### config.mk
export PLATFORM = sky130hd
export DESIGN_NAME = vid_dbg_capture_ctrl
export DESIGN_NICKNAME = d
export VERILOG_FILES = /design/src/rtl/vid_dbg_pkg.sv /design/src/rtl/vid_dbg_capture_ctrl.sv
export SDC_FILE = /design/constraint.sdc
export NUM_CORES = 1
export LEC_CHECK = 0
export CORE_ASPECT_RATIO = 0.9
export CORE_UTILIZATION = 42
export DETAILED_ROUTE_END_ITERATION = 12
export MAX_ROUTING_LAYER = met4
export PLACE_DENSITY = 0.77
export SYNTH_ARGS = -nofsm -noshare
export SYNTH_HDL_FRONTEND = slang
export SYNTH_SLANG_ARGS = --single-unit
### constraint.sdc
create_clock -name aclk -period 2.4 [get_ports aclk]
set_input_delay 0.36 -clock aclk [delete_from_list [all_inputs] [get_ports aclk]]
set_output_delay 0.36 -clock aclk [all_outputs]
set_load 0.01 [all_outputs]
### src/rtl/vid_dbg_pkg.sv
`default_nettype none
// ============================================================================
// Module      : vid_dbg_pkg
// Description : Shared definitions for the video debug capture controller:
//               state encodings, err_vec bit positions and the width
//               helpers used to size the stream position counters.
// Revision    : 1.0 - initial release
// ============================================================================
package vid_dbg_pkg;

    // Run-controller state encoding (also driven out on the state port)
    localparam logic [2:0] ST_IDLE      = 3'd0;
    localparam logic [2:0] ST_FLUSH     = 3'd1;
    localparam logic [2:0] ST_WAIT_SOF  = 3'd2;
    localparam logic [2:0] ST_MONITOR   = 3'd3;
    localparam logic [2:0] ST_TRIGGERED = 3'd4;
    localparam logic [2:0] ST_DONE      = 3'd5;

    // Bit positions inside the checker's err_vec
    localparam int EOL_EARLY = 0;
    localparam int EOL_LATE  = 1;
    localparam int SOF_EARLY = 2;
    localparam int SOF_LATE  = 3;

    // Line-count width from the maximum number of active lines
    function automatic int calc_lw(input int max_vsize);
        return $clog2(max_vsize) + 1;
    endfunction

    // Pixel-count width from the maximum number of active pixels per line
    function automatic int calc_pw(input int max_hsize);
        return $clog2(max_hsize) + 1;
    endfunction

endpackage : vid_dbg_pkg
`default_nettype wire

### src/rtl/vid_dbg_capture_ctrl.sv
`default_nettype none
// ============================================================================
// Module      : vid_dbg_capture_ctrl
// Description : Run controller for the frame-size error checker. Holds the
//               checker in reset until armed, flushes it, releases it aligned
//               to a start-of-frame beat, monitors a programmed number of
//               frames and snapshots the stream position and error code of
//               the first error seen.
// Ports       : aclk/resetn      - clock, asynchronous active-low reset
//               arm/abort        - run control pulses
//               stop_on_err      - stop at first error when set
//               num_frames       - frames to monitor (0 = unlimited)
//               sof, err_vec     - stream SOF beat and checker error flags
//               frame/line/pixel_cnt - stream position for the snapshot
//               checker_resetn   - registered reset for the checker
//               state/busy/done  - run status
//               triggered, err_cnt, frames_done, snap_* - run results
// Revision    : 1.0 - initial release
// ============================================================================
module vid_dbg_capture_ctrl
    import vid_dbg_pkg::*;
#(
    parameter int MAX_HSIZE    = 1920,
    parameter int MAX_VSIZE    = 1080,
    parameter int FLUSH_CYCLES = 4,
    parameter int ERR_CNT_W    = 16,
    localparam int LW          = calc_lw(MAX_VSIZE),
    localparam int PW          = calc_pw(MAX_HSIZE)
) (
    input  logic                 aclk,
    input  logic                 resetn,
    input  logic                 arm,
    input  logic                 abort,
    input  logic                 stop_on_err,
    input  logic [31:0]          num_frames,
    input  logic                 sof,
    input  logic [3:0]           err_vec,
    input  logic [31:0]          frame_cnt,
    input  logic [LW-1:0]        line_cnt,
    input  logic [PW-1:0]        pixel_cnt,
    output logic                 checker_resetn,
    output logic [2:0]           state,
    output logic                 busy,
    output logic                 done,
    output logic                 triggered,
    output logic [ERR_CNT_W-1:0] err_cnt,
    output logic [31:0]          frames_done,
    output logic [31:0]          snap_frame,
    output logic [LW-1:0]        snap_line,
    output logic [PW-1:0]        snap_pixel,
    output logic [3:0]           snap_code
);

    localparam int              c_FW         = $clog2(FLUSH_CYCLES) + 1;
    localparam logic [c_FW-1:0] c_FLUSH_LOAD = c_FW'(FLUSH_CYCLES - 1);

    logic [2:0]           r_state,          w_state_nxt;
    logic [c_FW-1:0]      r_flush_cnt,      w_flush_cnt_nxt;
    logic                 r_checker_resetn, w_checker_resetn_nxt;
    logic                 r_busy,           w_busy_nxt;
    logic                 r_done,           w_done_nxt;
    logic                 r_triggered,      w_triggered_nxt;
    logic [ERR_CNT_W-1:0] r_err_cnt,        w_err_cnt_nxt;
    logic [31:0]          r_frames_done,    w_frames_done_nxt;
    logic [31:0]          r_snap_frame,     w_snap_frame_nxt;
    logic [LW-1:0]        r_snap_line,      w_snap_line_nxt;
    logic [PW-1:0]        r_snap_pixel,     w_snap_pixel_nxt;
    logic [3:0]           r_snap_code,      w_snap_code_nxt;

    logic                 w_err_hit;
    logic [31:0]          w_frames_inc;
    logic                 w_cur_released;
    logic                 w_nxt_released;

    // The checker is still in reset on the first MONITOR cycle (its resetn is
    // registered one cycle behind the state), so its flags are not trusted
    // until checker_resetn is actually high.
    assign w_err_hit    = (r_state == ST_MONITOR) && r_checker_resetn && (err_vec != 4'd0);
    assign w_frames_inc = r_frames_done + 32'd1;

    always_comb begin
        w_state_nxt       = r_state;
        w_flush_cnt_nxt   = r_flush_cnt;
        w_triggered_nxt   = r_triggered;
        w_err_cnt_nxt     = r_err_cnt;
        w_frames_done_nxt = r_frames_done;
        w_snap_frame_nxt  = r_snap_frame;
        w_snap_line_nxt   = r_snap_line;
        w_snap_pixel_nxt  = r_snap_pixel;
        w_snap_code_nxt   = r_snap_code;

        if (abort) begin
            // Status is deliberately kept so software can read it after abort
            w_state_nxt = ST_IDLE;
        end else begin
            case (r_state)
                ST_IDLE, ST_TRIGGERED, ST_DONE: begin
                    if (arm) begin
                        w_state_nxt       = ST_FLUSH;
                        w_flush_cnt_nxt   = c_FLUSH_LOAD;
                        w_triggered_nxt   = 1'b0;
                        w_err_cnt_nxt     = '0;
                        w_frames_done_nxt = '0;
                        w_snap_frame_nxt  = '0;
                        w_snap_line_nxt   = '0;
                        w_snap_pixel_nxt  = '0;
                        w_snap_code_nxt   = '0;
                    end
                end
                ST_FLUSH: begin
                    if (r_flush_cnt == '0) begin
                        w_state_nxt = ST_WAIT_SOF;
                    end else begin
                        w_flush_cnt_nxt = r_flush_cnt - c_FW'(1);
                    end
                end
                ST_WAIT_SOF: begin
                    // This SOF opens frame 1; it is not a completed frame
                    if (sof) begin
                        w_state_nxt = ST_MONITOR;
                    end
                end
                ST_MONITOR: begin
                    if (sof) begin
                        w_frames_done_nxt = w_frames_inc;
                        if ((num_frames != 32'd0) && (w_frames_inc == num_frames)) begin
                            w_state_nxt = ST_DONE;
                        end
                    end
                    // Error handling follows the frame count so that a
                    // stop-on-error overrides a coincident final-frame DONE.
                    if (w_err_hit) begin
                        if (r_err_cnt != '1) begin
                            w_err_cnt_nxt = r_err_cnt + ERR_CNT_W'(1);
                        end
                        if (!r_triggered) begin
                            w_triggered_nxt  = 1'b1;
                            w_snap_frame_nxt = frame_cnt;
                            w_snap_line_nxt  = line_cnt;
                            w_snap_pixel_nxt = pixel_cnt;
                            w_snap_code_nxt  = err_vec;
                        end
                        if (stop_on_err) begin
                            w_state_nxt = ST_TRIGGERED;
                        end
                    end
                end
                default: begin
                    w_state_nxt = ST_IDLE;
                end
            endcase
        end
    end

    // Release the checker only once the controller has already spent a cycle
    // in a released state; this delays the rise by one cycle after entering
    // MONITOR while dropping it together with any exit to IDLE/FLUSH.
    assign w_cur_released = (r_state == ST_MONITOR) || (r_state == ST_TRIGGERED) ||
                            (r_state == ST_DONE);
    assign w_nxt_released = (w_state_nxt == ST_MONITOR) || (w_state_nxt == ST_TRIGGERED) ||
                            (w_state_nxt == ST_DONE);
    assign w_checker_resetn_nxt = w_cur_released && w_nxt_released;

    assign w_busy_nxt = (w_state_nxt == ST_FLUSH) || (w_state_nxt == ST_WAIT_SOF) ||
                        (w_state_nxt == ST_MONITOR);
    assign w_done_nxt = (w_state_nxt == ST_DONE);

    always_ff @(posedge aclk or negedge resetn) begin
        if (!resetn) begin
            r_state          <= ST_IDLE;
            r_flush_cnt      <= '0;
            r_checker_resetn <= 1'b0;
            r_busy           <= 1'b0;
            r_done           <= 1'b0;
            r_triggered      <= 1'b0;
            r_err_cnt        <= '0;
            r_frames_done    <= '0;
            r_snap_frame     <= '0;
            r_snap_line      <= '0;
            r_snap_pixel     <= '0;
            r_snap_code      <= '0;
        end else begin
            r_state          <= w_state_nxt;
            r_flush_cnt      <= w_flush_cnt_nxt;
            r_checker_resetn <= w_checker_resetn_nxt;
            r_busy           <= w_busy_nxt;
            r_done           <= w_done_nxt;
            r_triggered      <= w_triggered_nxt;
            r_err_cnt        <= w_err_cnt_nxt;
            r_frames_done    <= w_frames_done_nxt;
            r_snap_frame     <= w_snap_frame_nxt;
            r_snap_line      <= w_snap_line_nxt;
            r_snap_pixel     <= w_snap_pixel_nxt;
            r_snap_code      <= w_snap_code_nxt;
        end
    end

    assign checker_resetn = r_checker_resetn;
    assign state          = r_state;
    assign busy           = r_busy;
    assign done           = r_done;
    assign triggered      = r_triggered;
    assign err_cnt        = r_err_cnt;
    assign frames_done    = r_frames_done;
    assign snap_frame     = r_snap_frame;
    assign snap_line      = r_snap_line;
    assign snap_pixel     = r_snap_pixel;
    assign snap_code      = r_snap_code;

endmodule : vid_dbg_capture_ctrl
`default_nettype wire

==> results.py, run 1 <==
metrics = {
    "run_status": {
        "outcome": "complete, but fails checks",
        "violations": "negative hold slack, negative setup slack",
    },
    "synth": {
        "syn_area_um2": 6480,
        "ys.warnings.count": 0,
        "yosysSeqAreaShare_pct": 45.6,
        "synth_nets": 869,
        "ys_async_sr_fraction_pct": 100,
        "synth_edf_count": 0,
        "synth_area_per_cell_um2": 8.45,
        "ys.flop_type": "dfrtp_1",
        "synth_top_area_share_pct": 45.6,
        "synthTopCellsByArea": "dfrtp_1 46%, nand2_1 9.7%, o21ai_0 7.8%",
        "synth-seq-cells": 118,
        "synth.distinct_cells": 56,
        "synth_cells": 767,
        "synth_area_leader_cell": "dfrtp_1",
    },
    "critical_path": {
        "timing.rr.start": "frames_done[8]",
        "endpoint_kind": "flop",
        "cp.arrival_ns": 2.90,
        "path_max_fanout": 4,
        "worstSetupStartpoint": "frames_done[8]",
        "cp.required_ns": 2.71,
        "setup.worst_path.class": "reg2reg",
        "worstSetupStartpointType": "flop",
        "r2r-end": "busy",
        "r2r_setup_slack_ns": -0.19,
        "cp-endpoint": "busy",
        "worstRegToRegCells": 9,
    },
    "cells_and_area": {
        "antennaDiodeCount": 0,
        "layout_commonest_cell": "clkdlybuf4s50_1",
        "postLayoutCellArea_um2": 10600,
        "area_growth_pct": 63.3,
        "drive_above_1_share_pct": 19.7,
        "layout_common_cells": "211 x clkdlybuf4s50_1, 168 x nand2_1, 135 x buf_4",
        "final_nets": 1193,
    },
    "sta": {
        "worst_slack_ns": -0.190,
        "final.period_utilization_pct": 108,
        "rsz0062_at_grt": "yes",
        "maxSlewViolCount": 0,
        "layout_min_cycle_time_ns": 2.59,
        "fmax_mhz": 386,
        "slew_headroom_pct": 54.2,
        "setup_viol_count_final": 4,
        "hold_viol": 5,
        "skew_ns": 0.00661,
        "tightestPinTransition_ns": 0.687,
        "setup-tns-final_ns": -0.652,
        "timing.hold.ws_ns": -0.0225,
    },
    "cts": {
        "clk_latency_ns": 0.42,
        "cts_max_level": 4,
        "clk_pin_slew_ns": 0.06,
        "clockBufferDepth": 2,
        "cts_tree": "done",
        "clock_sinks": 118,
        "numCtsBuffers": 17,
        "cts_root_buffer": "clkbuf_16",
    },
    "grt": {
        "grt_max_degree": 119,
        "grt_pass1_wl_um": 33900,
        "antenna_found_initial": 0,
        "gr-usage-all-layers_pct": 27.9,
        "grt_overflow_total": 0,
        "first_global_vias": 6811,
    },
    "pwr": {
        "powerDensity_nw_per_um2": 531,
        "ir_worst_vdd_mv": 0.530,
        "total_leakage_power_uw": 0.00450,
    },
    "die": {
        "die-width_um": 133,
        "die_h_um": 120,
        "initial_core_util_pct": 43.6,
        "num_rows": 42,
        "core-area_um2": 14900,
        "die_area_um2": 15900,
        "ios": 213,
    },
    "hold_path": {
        "hp-class": "in2async",
    },
    "place": {
        "portBuffers": 212,
        "place_congestion": 0.948,
        "dp_slack_ns": -0.296,
        "dpl_cell_area_um2": 9810,
        "dpl.hpwl_um": 15200,
    },
    "detailed_routing": {
        "wl_um": 21100,
        "wl_per_cell_um": 16.2,
        "drt_iter0_markers": 436,
        "num_vias": 6946,
        "drtAntennaViolNets": 0,
        "drc_errors": 0,
        "via_per_inst": 5.33,
        "first_pass_iters": 5,
    },
    "job": {
        "cap_violations": 0,
    },
}
[state kept, by name, summed over array words and instances, names as in the netlist, 3 cells and up]
signal / flops
snap_line: 12
snap_code: 4
err_cnt: 16
r_flush_cnt: 3
state: 3
snap_pixel: 12
frames_done: 32
snap_frame: 32
[cell families (layout without fill, tap and decap cells)]
kind of cell / after synthesis / count (layout) / synth area share (%)
flops: 118 / 118 / 45.6
fa+ha+maj: 4 / 4 / 0.773
xor+xnor: 54 / 54 / 7.30
simple gates: 345 / 345 / 25.2
mux: 6 / 6 / 0.966
buf+inv: 64 / 401 / 4.06
compound gates: 176 / 176 / 16.1
[metrics by stage]
stage,power [uW],cells,utilization (%)
5_1_grt,5840,1302,71.2
3_3_place_gp,2960,1266,65.9
4_1_cts,5650,1301,70.6
2_1_floorplan,2490,767,-
3_5_place_dp,2970,1266,65.9
6_report,5620,1302,71.2
[cells in the mapped netlist, types with 15 or more instances]
| master | number |
|---|---|
| a21oi_1 | 20 |
| nor2_1 | 52 |
| nor4_1 | 15 |
| xnor2_1 | 37 |
| clkbuf_1 | 40 |
| o21ai_0 | 101 |
| nand4_1 | 17 |
| inv_1 | 15 |
| nand2_1 | 168 |
| dfrtp_1 | 118 |
| nand3_1 | 27 |
| xor2_1 | 17 |
[how the worst min path moves through the flow]
stage	startpoint	endpoint	slack [ns]	cells past startpoint
3_5_place_dp	r_flush_cnt[1]	r_flush_cnt[1]	0.50	2
5_1_grt	resetn	snap_frame[28]	0.04	2
4_1_cts	resetn	frames_done[11]	0.06	2
6_report	resetn	snap_frame[17]	-0.02	2
3_3_place_gp	r_flush_cnt[1]	r_flush_cnt[1]	0.49	2
2_1_floorplan	resetn	busy	0.06	0
[critical path, cell delays in order, from the launching register on]
cell     delay, ns
dfrtp_1       0.38
nand4_1       0.17
or3_4         0.47
buf_6         0.15
nor3_4        0.18
xnor2_2       0.08
or4_4         0.43
nor4_4        0.36
nand2_1       0.08
o21a_1        0.17
[layout make-up]
type                            count  area (um^2)
Clock inverter                      7          116
Fill cell                        1155         4290
Tap cell                          198          248
Clock buffer                       25          505
Inverter                           15         56.3
Sequential cell                   118         2960
Multi-Input combinational cell    585         3430
Timing Repair Buffer              354         3270
[per-layer routing]
layer  GRT usage, %  routed length [um]  up-vias
li1               -                   -     3334
met3           5.66                1590       34
met2           45.1                9910      291
met4           9.41                 377        0
met5              -                   0        -
met1           35.1                9210     3287
[power by group]
group	internal [uW]	total, uW	switching [uW]	leakage (uW)
Sequential	2050	2090	47.0	0.00163
Combinational	437	867	430	0.00256
Clock	1770	2660	887	0.000303
Total	4250	5620	1360	0.00450
[timing repair]
item | 4_1_cts | 5_1_grt
cloned | 0 | 0
endpoints found under the setup margin | 4 | 4
pin swaps | 7 | 10
hold buffers | 0 | 0
setup buffers | 3 | 1
gates resized for setup | 9 | 16
No activity file was read; power rests on OpenSTA's default activity.
==> inputs of run 2 (changes only) <==
Settings changed: ABC_AREA set to 1, CORE_UTILIZATION 42 to 43, PLACE_DENSITY 0.77 to 0.78.
==> results.py, run 2 <==
metrics = {
    "place": {
        "dpl_cell_area_um2": 9370,
        "dpl.hpwl_um": 15700,
        "portBuffers": 212,
        "place_congestion": 1.03,
        "dp_slack_ns": -0.0665,
    },
    "synth": {
        "synth_area_leader_cell": "dfrtp_1",
        "ys.warnings.count": 0,
        "synthTopCellsByCount": "214 x nand2_1, 152 x inv_1, 119 x nand3_1",
        "synth.distinct_cells": 39,
        "ys.flop_type": "dfrtp_1",
        "yosysSeqAreaShare_pct": 43.6,
        "syn_area_um2": 6770,
        "synth_top_area_share_pct": 43.6,
        "synth_edf_count": 0,
        "synthTopCellsByArea": "dfrtp_1 44%, nand2_1 12%, nand3_1 8.8%",
        "synth-seq-cells": 118,
        "ys_async_sr_fraction_pct": 100,
        "synth.most_common_cell": "nand2_1",
        "synth_area_per_cell_um2": 7.24,
        "synth_cells": 934,
        "synth_nets": 1036,
    },
    "grt": {
        "antenna_found_initial": 1,
        "grt_pass1_wl_um": 34100,
        "grt_overflow_total": 0,
        "gr-usage-all-layers_pct": 27.9,
        "first_global_vias": 6740,
        "grt_max_degree": 119,
    },
    "sta": {
        "tightestPinTransition_ns": 0.637,
        "slew_headroom_pct": 57.5,
        "hold_viol": 0,
        "layout_min_cycle_time_ns": 2.49,
        "final.period_utilization_pct": 104,
        "skew_ns": 0.0121,
        "setup_viol_count_final": 4,
        "worst_slack_ns": -0.0948,
        "maxSlewViolCount": 0,
        "fmax_mhz": 401,
        "rsz0062_at_grt": "yes",
    },
    "die": {
        "die_area_um2": 16200,
        "initial_core_util_pct": 44.0,
        "die_h_um": 121,
        "num_rows": 43,
        "core-area_um2": 15400,
        "die-width_um": 134,
        "ios": 213,
    },
    "cells_and_area": {
        "layout_common_cells": "211 x clkdlybuf4s50_1, 210 x nand2_1, 150 x inv_1",
        "final_nets": 1282,
        "fill_cells": 1278,
        "area_growth_pct": 50.5,
        "layout_commonest_cell": "clkdlybuf4s50_1",
        "postLayoutCellArea_um2": 10200,
        "drive_above_1_share_pct": 11.3,
        "postLayoutCoreUtil_pct": 66.2,
    },
    "cts": {
        "clock_sinks": 118,
        "cts_root_buffer": "clkbuf_16",
        "cts_tree": "done",
        "clockBufferDepth": 2,
        "clk_pin_slew_ns": 0.06,
        "cts_max_level": 4,
        "numCtsBuffers": 17,
        "ctsHoldBuffers": 0,
        "clk_latency_ns": 0.42,
    },
    "critical_path": {
        "r2r_setup_slack_ns": -0.09,
        "cp.required_ns": 2.71,
        "worstRegToRegCells": 17,
        "setup.worst_path.class": "reg2reg",
        "path_max_fanout": 7,
        "worstSetupStartpointType": "flop",
        "endpoint_kind": "flop",
        "timing.rr.start": "frames_done[1]",
        "cp.arrival_ns": 2.80,
        "r2r-end": "busy",
    },
    "run_status": {
        "violations": "design-rule violations, negative setup slack",
        "outcome": "complete, but fails checks",
    },
    "detailed_routing": {
        "wl_per_cell_um": 15.6,
        "drc_errors": 1,
        "via_per_inst": 5.15,
        "first_pass_iters": 9,
        "num_vias": 7186,
        "wl_um": 21800,
        "drt_iter0_markers": 633,
        "drtAntennaViolNets": 0,
    },
    "pwr": {
        "powerDensity_nw_per_um2": 625,
        "ir_worst_vdd_mv": 0.614,
        "total_leakage_power_uw": 0.00449,
    },
    "job": {
        "cap_violations": 0,
    },
    "hold_path": {
        "hp-class": "in2async",
    },
}
-- run 2: cell count changes in the layout (fill, tap and decap cells not counted), moves of 27 or more --
| cell | before | now |
|---|---|---|
| buf_4 | 135 | 27 |
| nor2_1 | 50 | 77 |
| xnor2_1 | 34 | 1 |
| o22ai_1 | 1 | 29 |
| inv_1 | 15 | 150 |
| nand3_1 | 25 | 115 |
| nand2_1 | 168 | 210 |
-- run 2: cell families after synthesis --
logic type | Yosys count | synth area share, %
buffers and inverters | 181 | 10.2
AOI/OAI and AO/OA | 134 | 10.8
adders and majority gates | 4 | 0.740
xor gates and xnor gates | 5 | 0.851
DFF | 118 | 43.6
and+or+nand+nor | 492 | 33.8
-- run 2: area by class of cell --
type | count | area (um^2) | share of cell area [%]
inverters | 158 | 593 | 5.82
clock buffers | 17 | 425 | 4.18
diodes | 1 | 2.50 | 0.0246
well taps | 202 | 253 | 2.48
clock inverters | 14 | 176 | 1.73
flip-flops and latches | 118 | 2950 | 29.0
multi-input cells | 635 | 3270 | 32.1
repair buffers | 250 | 2510 | 24.7
-- run 2: routing by layer --
layer  global-route usage [%]  vias up  part of all wire, %
met1                     36.5     3366                   44
met5                        -        -                    0
li1                         -     3501                    -
met3                     5.76       28                  7.5
met2                     43.4      291                   47
met4                     8.57        0                  1.8
-- run 2: worst max-delay path, stage by stage (launching register included) --
cell and delay (ns):
dfrtp_1 0.43, buf_6 0.14, nand2_4 0.05, nor2_4 0.22
nand2_4 0.14, nor2_8 0.19, buf_6 0.13, nand2_1 0.06
nand2_1 0.11, nand3_2 0.07, nand2_1 0.08, nand3_2 0.11
nor2_4 0.14, nand3_4 0.11, o21bai_4 0.19, nand2_4 0.08
nand2_1 0.06, nand2_1 0.05
-- run 2: where the power goes --
part           switching (uW)  total [uW]  internal (uW)
registers                81.4        2190           2110
clock network             988        2620           1630
logic                     869        1550            679
total                    1940        6360           4430
-- run 2: metrics by stage --
stage / total power (uW) / setup TNS (ns) / std cells / hold slack, ns
floorplan: 2920 / 0 / 934 / 0.0644
global placement: 3720 / 0 / 1356 / 0.497
detailed placement: 3740 / -0.159 / 1356 / 0.504
CTS: 6380 / 0 / 1391 / 0.0615
global route: 6650 / -0.892 / 1395 / 0.0853
finish: 6360 / -0.192 / 1395 / 0.0381
-- run 2: repair_timing --
| action | CTS | global route |
|---|---|---|
| gates resized for setup | 8 | 31 |
| pin swaps | 8 | 25 |
| buffers inserted | 4 | 3 |
| endpoints found under the setup margin | 4 | 9 |
-- run 2: how the worst max path moves through the flow --
stage	cells after the start	to	slack, ns	start
final	17	busy	-0.09	frames_done[1]
after global routing	18	busy	-0.23	frames_done[1]
after CTS	17	busy	0.002	frames_done[1]
after detailed placement	16	busy	-0.07	frames_done[0]
after global placement	16	busy	0.02	frames_done[0]
after floorplan	18	busy	0.25	frames_done[1]
